## config.mk

```make
export PLATFORM = sky130hd
export DESIGN_NAME = apb_master_arbiter
export DESIGN_NICKNAME = d
export VERILOG_FILES = /design/src/rtl/apb_master_arbiter.sv
export SDC_FILE = /design/constraint.sdc
export NUM_CORES = 1
export LEC_CHECK = 0
export ABC_AREA = 1
export BUFFER_PORTS_ARGS = -buffer_cell sky130_fd_sc_hd__buf_2
export CAP_MARGIN = 20
export CORE_MARGIN = 2
export CORE_UTILIZATION = 32
export CTS_CLUSTER_SIZE = 30
export DETAILED_ROUTE_END_ITERATION = 12
export PLACE_DENSITY = 0.61
export REMOVE_ABC_BUFFERS = 1
export SLEW_MARGIN = 20
export SYNTH_ARGS = -nofsm -noshare
export SYNTH_HDL_FRONTEND = slang
export SYNTH_SLANG_ARGS = --single-unit
export TNS_END_PERCENT = 20
```

## constraint.sdc

```tcl
create_clock -name p_clk -period 3.9 [get_ports p_clk]
set_clock_uncertainty 0.2 [all_clocks]
set_input_delay 0.39 -clock p_clk [delete_from_list [all_inputs] [get_ports p_clk]]
set_output_delay 0.39 -clock p_clk [all_outputs]
set_load 0.005 [all_outputs]
```

## src/rtl/apb_master_arbiter.sv

```systemverilog
// -----------------------------------------------------------------------------
// apb_master_arbiter
//
// Purpose:
//   Round-robin APB master. It shares one APB slave port among NumReq local
//   requesters. Each accepted request runs one SETUP phase and then one or more
//   ACCESS phases; slave wait states are honoured. The read data and error
//   status return to the requester that was granted.
//
// Optional feature (compile-time macro):
//   APB_MASTER_TIMEOUT_EN - bounds the ACCESS phase to TimeoutCycles cycles.
//                           On expiry the transfer completes with rsp_err=1 and
//                           rsp_rdata=0. Without the macro there is no counter
//                           and ACCESS waits for p_ready indefinitely.
//
// Parameters:
//   NumReq        - number of requesters (>= 2)
//   AddrBits      - APB address width
//   TimeoutCycles - ACCESS-phase wait limit (used only with the macro)
//
// Ports:
//   p_clk, p_resetn         clock, asynchronous active-low reset
//   req_valid/req_write     per-requester request and direction (1 = write)
//   req_addr/wdata/strb     packed payloads; requester i in slice i
//   req_ready               one-hot accept (combinational, IDLE only)
//   rsp_valid               one-hot, one-cycle completion pulse
//   rsp_rdata, rsp_err      completion data/status, valid with rsp_valid
//   p_addr ... p_strb       APB request outputs (registered)
//   p_rdata/p_ready/p_slverr APB response inputs
//   dbg_state               current FSM state (0 IDLE, 1 SETUP, 2 ACCESS)
//
// Handshake: a request transfers on a clock edge where req_valid[i] and
// req_ready[i] are both high. The requester holds req_valid and its payload
// stable until that edge. rsp_valid[i] is a pulse and has no back-pressure.
// -----------------------------------------------------------------------------
module apb_master_arbiter #(
  parameter int NumReq        = 2,
  parameter int AddrBits      = 32,
  parameter int TimeoutCycles = 16
) (
  input  logic                       p_clk,
  input  logic                       p_resetn,
  input  logic [NumReq-1:0]          req_valid,
  input  logic [NumReq-1:0]          req_write,
  input  logic [NumReq*AddrBits-1:0] req_addr,
  input  logic [NumReq*32-1:0]       req_wdata,
  input  logic [NumReq*4-1:0]        req_strb,
  output logic [NumReq-1:0]          req_ready,
  output logic [NumReq-1:0]          rsp_valid,
  output logic [31:0]                rsp_rdata,
  output logic                       rsp_err,
  output logic [AddrBits-1:0]        p_addr,
  output logic                       p_sel,
  output logic                       p_enable,
  output logic                       p_write,
  output logic [31:0]                p_wdata,
  output logic [3:0]                 p_strb,
  input  logic [31:0]                p_rdata,
  input  logic                       p_ready,
  input  logic                       p_slverr,
  output logic [1:0]                 dbg_state
);

  localparam int IdxBits = (NumReq > 1) ? $clog2(NumReq) : 1;

  typedef enum logic [1:0] {
    IDLE   = 2'd0,
    SETUP  = 2'd1,
    ACCESS = 2'd2
  } state_t;

  state_t             state;
  logic [IdxBits-1:0] rr_ptr;
  logic [IdxBits-1:0] cur_idx;
  logic [IdxBits-1:0] grant_idx;
  logic [IdxBits-1:0] next_ptr;
  logic [IdxBits:0]   cand;
  logic               grant_any;
  logic               xfer_done;
  logic               done_err;
  logic [31:0]        done_rdata;

  // An elaboration-time guard on the parameters that the logic depends on.
  if (NumReq < 2 || TimeoutCycles < 1) begin : g_param_check
    $error("apb_master_arbiter: NumReq must be >= 2 and TimeoutCycles >= 1");
  end

`ifdef APB_MASTER_TIMEOUT_EN
  localparam int CntBits = $clog2(TimeoutCycles + 1);
  logic [CntBits-1:0] wait_cnt;
`endif

  assign dbg_state = state;

  // The search starts at rr_ptr and wraps. The requester that was just served
  // moves to the back of the order, so a requester that keeps its request
  // asserted is never starved.
  always_comb begin
    grant_any = 1'b0;
    grant_idx = '0;
    cand      = '0;
    for (int k = 0; k < NumReq; k++) begin
      cand = {1'b0, rr_ptr} + (IdxBits+1)'(k);
      if (cand >= (IdxBits+1)'(NumReq)) begin
        cand = cand - (IdxBits+1)'(NumReq);
      end
      if (!grant_any && req_valid[cand[IdxBits-1:0]]) begin
        grant_any = 1'b1;
        grant_idx = cand[IdxBits-1:0];
      end
    end
  end

  always_comb begin
    if (grant_idx == IdxBits'(NumReq - 1)) begin
      next_ptr = '0;
    end else begin
      next_ptr = grant_idx + 1'b1;
    end
  end

  always_comb begin
    req_ready = '0;
    if (state == IDLE && grant_any) begin
      req_ready[grant_idx] = 1'b1;
    end
  end

  // Completion condition for the current ACCESS cycle. p_ready wins over an
  // expiring timeout in the same cycle.
  always_comb begin
    xfer_done  = 1'b0;
    done_err   = 1'b0;
    done_rdata = '0;
    if (state == ACCESS) begin
      if (p_ready) begin
        xfer_done  = 1'b1;
        done_err   = p_slverr;
        done_rdata = p_write ? 32'd0 : p_rdata;
      end
`ifdef APB_MASTER_TIMEOUT_EN
      else if (wait_cnt == CntBits'(TimeoutCycles - 1)) begin
        xfer_done = 1'b1;
        done_err  = 1'b1;
      end
`endif
    end
  end

  always_ff @(posedge p_clk or negedge p_resetn) begin
    if (!p_resetn) begin
      state     <= IDLE;
      rr_ptr    <= '0;
      cur_idx   <= '0;
      p_addr    <= '0;
      p_sel     <= 1'b0;
      p_enable  <= 1'b0;
      p_write   <= 1'b0;
      p_wdata   <= '0;
      p_strb    <= '0;
      rsp_valid <= '0;
      rsp_rdata <= '0;
      rsp_err   <= 1'b0;
`ifdef APB_MASTER_TIMEOUT_EN
      wait_cnt  <= '0;
`endif
    end else begin
      rsp_valid <= '0;
      case (state)
        IDLE: begin
          if (grant_any) begin
            cur_idx  <= grant_idx;
            rr_ptr   <= next_ptr;
            p_addr   <= req_addr[grant_idx*AddrBits +: AddrBits];
            p_write  <= req_write[grant_idx];
            // Reads drive zero data and strobes; writes forward the strobes as given.
            p_wdata  <= req_write[grant_idx] ? req_wdata[grant_idx*32 +: 32] : 32'd0;
            p_strb   <= req_write[grant_idx] ? req_strb[grant_idx*4 +: 4] : 4'd0;
            p_sel    <= 1'b1;
            p_enable <= 1'b0;
            state    <= SETUP;
          end
        end
        SETUP: begin
          p_enable <= 1'b1;
`ifdef APB_MASTER_TIMEOUT_EN
          wait_cnt <= '0;
`endif
          state    <= ACCESS;
        end
        ACCESS: begin
          if (xfer_done) begin
            rsp_valid[cur_idx] <= 1'b1;
            rsp_rdata          <= done_rdata;
            rsp_err            <= done_err;
            // Returning to IDLE parks every APB output at zero.
            p_sel    <= 1'b0;
            p_enable <= 1'b0;
            p_addr   <= '0;
            p_write  <= 1'b0;
            p_wdata  <= '0;
            p_strb   <= '0;
            state    <= IDLE;
          end
`ifdef APB_MASTER_TIMEOUT_EN
          else begin
            wait_cnt <= wait_cnt + 1'b1;
          end
`endif
        end
        default: begin
          state <= IDLE;
        end
      endcase
    end
  end

endmodule

```

==> impl_metrics.py <==
metrics = {
    "critical_path": {
        "critPathKind": "reg -> out",
        "r2r_end": "p_write",
        "endpoint_kind": "output port",
        "reg2reg_depth": 7,
        "ff2ff_setup_slack_ns": 1.46,
        "crit_required_ns": 3.31,
        "cp.arrival_ns": 2.29,
        "cp-start-kind": "flop",
        "cp_max_fo": 37,
        "rr_startpoint": "rr_ptr",
    },
    "route": {
        "wl_um": 15840,
        "first_iter_violations": 210,
        "firstDrtPassIters": 5,
        "viasPerCell": 4.450,
        "drc": 0,
        "vias": 5247,
        "ant_nets": 0,
        "wl_per_cell_um": 13.44,
    },
    "run": {
        "cap_violations": 0,
    },
    "placement": {
        "hpwl_um": 11350,
        "dp_slack_ns": 1.206,
        "gp_congestion": 0.7789,
        "postPlaceCellArea_mm2": 0.006793,
        "numPortBuffers": 285,
        "dp.cells": 1162,
    },
    "synth": {
        "synth-seq-cells": 110,
        "seq_area_frac_synth_pct": 52.23,
        "synth_area_leader_cell": "dfrtp_1",
        "synthCells": 697,
        "avgSynthCellArea_um2": 7.561,
        "synthDistinctLibCells": 18,
        "synth_edf_count": 0,
        "async_flop_share_pct": 100.0,
        "synth.area.top_cells": "dfrtp_1 (52%), nand2_1 (29%), nand3_1 (6.0%), o21ai_0 (3.1%), nand3_2 (1.9%)",
        "ys.flop_type": "dfrtp_1",
        "yosysTopAreaCellShare_pct": 52.23,
        "synth_area_mm2": 0.005270,
        "yosysWarnings": 0,
        "ys_top_cells_by_count": "nand2_1 (410), dfrtp_1 (110), nand3_1 (63)",
        "yosysMostFrequentCell": "nand2_1",
    },
    "timing": {
        "finalCritPeriodShare_pct": 73.80,
        "setup-violations-final": 0,
        "final-hold-violation-count": 0,
        "slew_violations": 0,
        "fmax_mhz": 347.5,
        "slew_headroom_pct": 33.11,
        "fin_hold_ws_ns": 0.08994,
        "setup_slack_ns": 1.022,
        "worst_pin_slew_ns": 1.002,
        "rsz0062_at_grt": "false",
        "fin_setup_tns_ns": 0,
        "period_minus_slack_ns": 2.878,
    },
    "power": {
        "powerDensity_mw_per_mm2": 644.3,
        "p_leak_nw": 4.325,
        "ir_drop_mv": 0.2303,
        "p_int_mw": 2.787,
        "clockPowerShare_pct": 20.6,
        "power_frac_comb_pct": 40.1,
        "p_sw_mw": 1.793,
        "pwr-share-seq_pct": 39.3,
        "switching_share_pct": 39.15,
        "total_power_mw": 4.580,
    },
    "final_layout": {
        "n_antenna_cell": 0,
        "layoutNonFillerInstCount": 1179,
        "design_area_mm2": 0.007108,
        "finish.utilization_pct": 44.42,
        "fin_nets": 1134,
        "area_delta_synth_final_pct": 34.88,
        "drive_gt1_share_pct": 34.16,
    },
    "cts": {
        "clockBufferDepth": 2,
        "clock-sinks": 110,
        "cts_resized": 0,
        "hold_buffers": 1,
        "clockRootBuffer": "clkbuf_16",
        "cts_tree": "yes",
        "cts_setup_buffers": 0,
        "clkSlewWorstSetupHoldPaths_ns": 0.08,
        "htree_levels": 3,
        "clock_latency_ns": 0.35,
        "cts_buffers": 9,
    },
    "global_route": {
        "grt_max_degree": 69,
        "gr-total-overflow": 0,
        "grt_usage_pct": 18.35,
        "antenna_found_initial": 1,
        "grt_pass1_vias": 5021,
        "grt_first_pass_wirelength_um": 25810,
    },
    "floorplan": {
        "die_height_um": 132.3,
        "die_w_um": 132.3,
        "boundaryPins": 286,
        "num_rows": 46,
        "die-area_mm2": 0.01751,
        "core_mm2": 0.01600,
        "initial_utilization_pct": 32.94,
    },
    "worst_hold_path": {
        "min_path_type": "in -> reg",
        "hold_path_end": "rsp_err",
        "whs_path_depth": 3,
        "worstHoldStart": "p_slverr",
    },
    "run_status": {
        "status": "completed",
    },
}
-- worst max-delay path, cell delays in order, from the launching register on --
cell     delay [ns]
dfrtp_1        0.34
inv_2          0.05
nand2_4        0.31
nand2_4        0.33
inv_2          0.40
buf_4          0.27
nor2_1         0.06
buf_2          0.14
-- power by group through the flow --
stage	sequential, mW	combinational (mW)	clock [mW]
after global placement	1.81	1.86	0
final	1.80	1.84	0.944
after floorplan	1.86	0.904	0
after detailed placement	1.81	1.88	0
after CTS	1.80	1.88	0.980
after global routing	1.86	2.12	1.02
-- placed cells by master, fill, tap and decap left out, drive strengths merged --
master       Yosys  final
nand3           73     73
nand2          415    415
a21oi            2      2
clkinv           0      2
nor2             7      7
bufinv           0      1
clkbuf          17      9
dlygate4sd3      0      1
inv             12     15
o21bai           2      2
buf             26    292
o21ai           33     33
clkinvlp         0      1
dfrtp          110    110
-- logic make-up (layout without fill, tap and decap cells) --
group                  Yosys count  in the layout  synth area share, %
AO/OA/AOI/OAI                   37             37                3.822
buffers and inverters           55            321                5.437
flip-flops                     110            110                52.23
AND/OR/NAND/NOR                495            495                38.51
-- worst max-delay path by stage --
stage | start | to | slack, ns | cells after the start
2_1_floorplan | dbg_state[1] | p_strb[3] | 1.60 | 7
3_3_place_gp | req_valid[0] | req_ready[0] | 1.24 | 7
6_report | rr_ptr | req_ready[0] | 1.02 | 7
4_1_cts | rr_ptr | req_ready[0] | 0.96 | 7
5_1_grt | rr_ptr | req_ready[0] | 0.80 | 7
3_5_place_dp | req_valid[0] | req_ready[0] | 1.21 | 7
-- area by class of cell --
class,count,area [um2]
clock inverter,7,80.08
timing repair buffer,293,1504
clock buffer,9,225.2
inverter,12,45.04
tap,216,270.3
sequential,110,2753
fill,1671,8892
multi-input combinational,532,2231
-- registers in the layout, summed over array words and instances, names as in the netlist, 2 cells and up --
register / count
p_wdata: 32
p_strb: 4
p_addr: 32
dbg_state: 2
rsp_valid: 2
rsp_rdata: 32
-- routing by layer --
metal	share of wire (%)	up-vias	routed length [um]	global-route usage, %
li1	-	2693	-	-
met1	45	2338	7107	24.07
met2	47	197	7432	30.31
met3	6.7	17	1066	3.998
met4	1.4	2	224	5.795
met5	0.082	-	13	0
(Power assumes the default switching activity.)
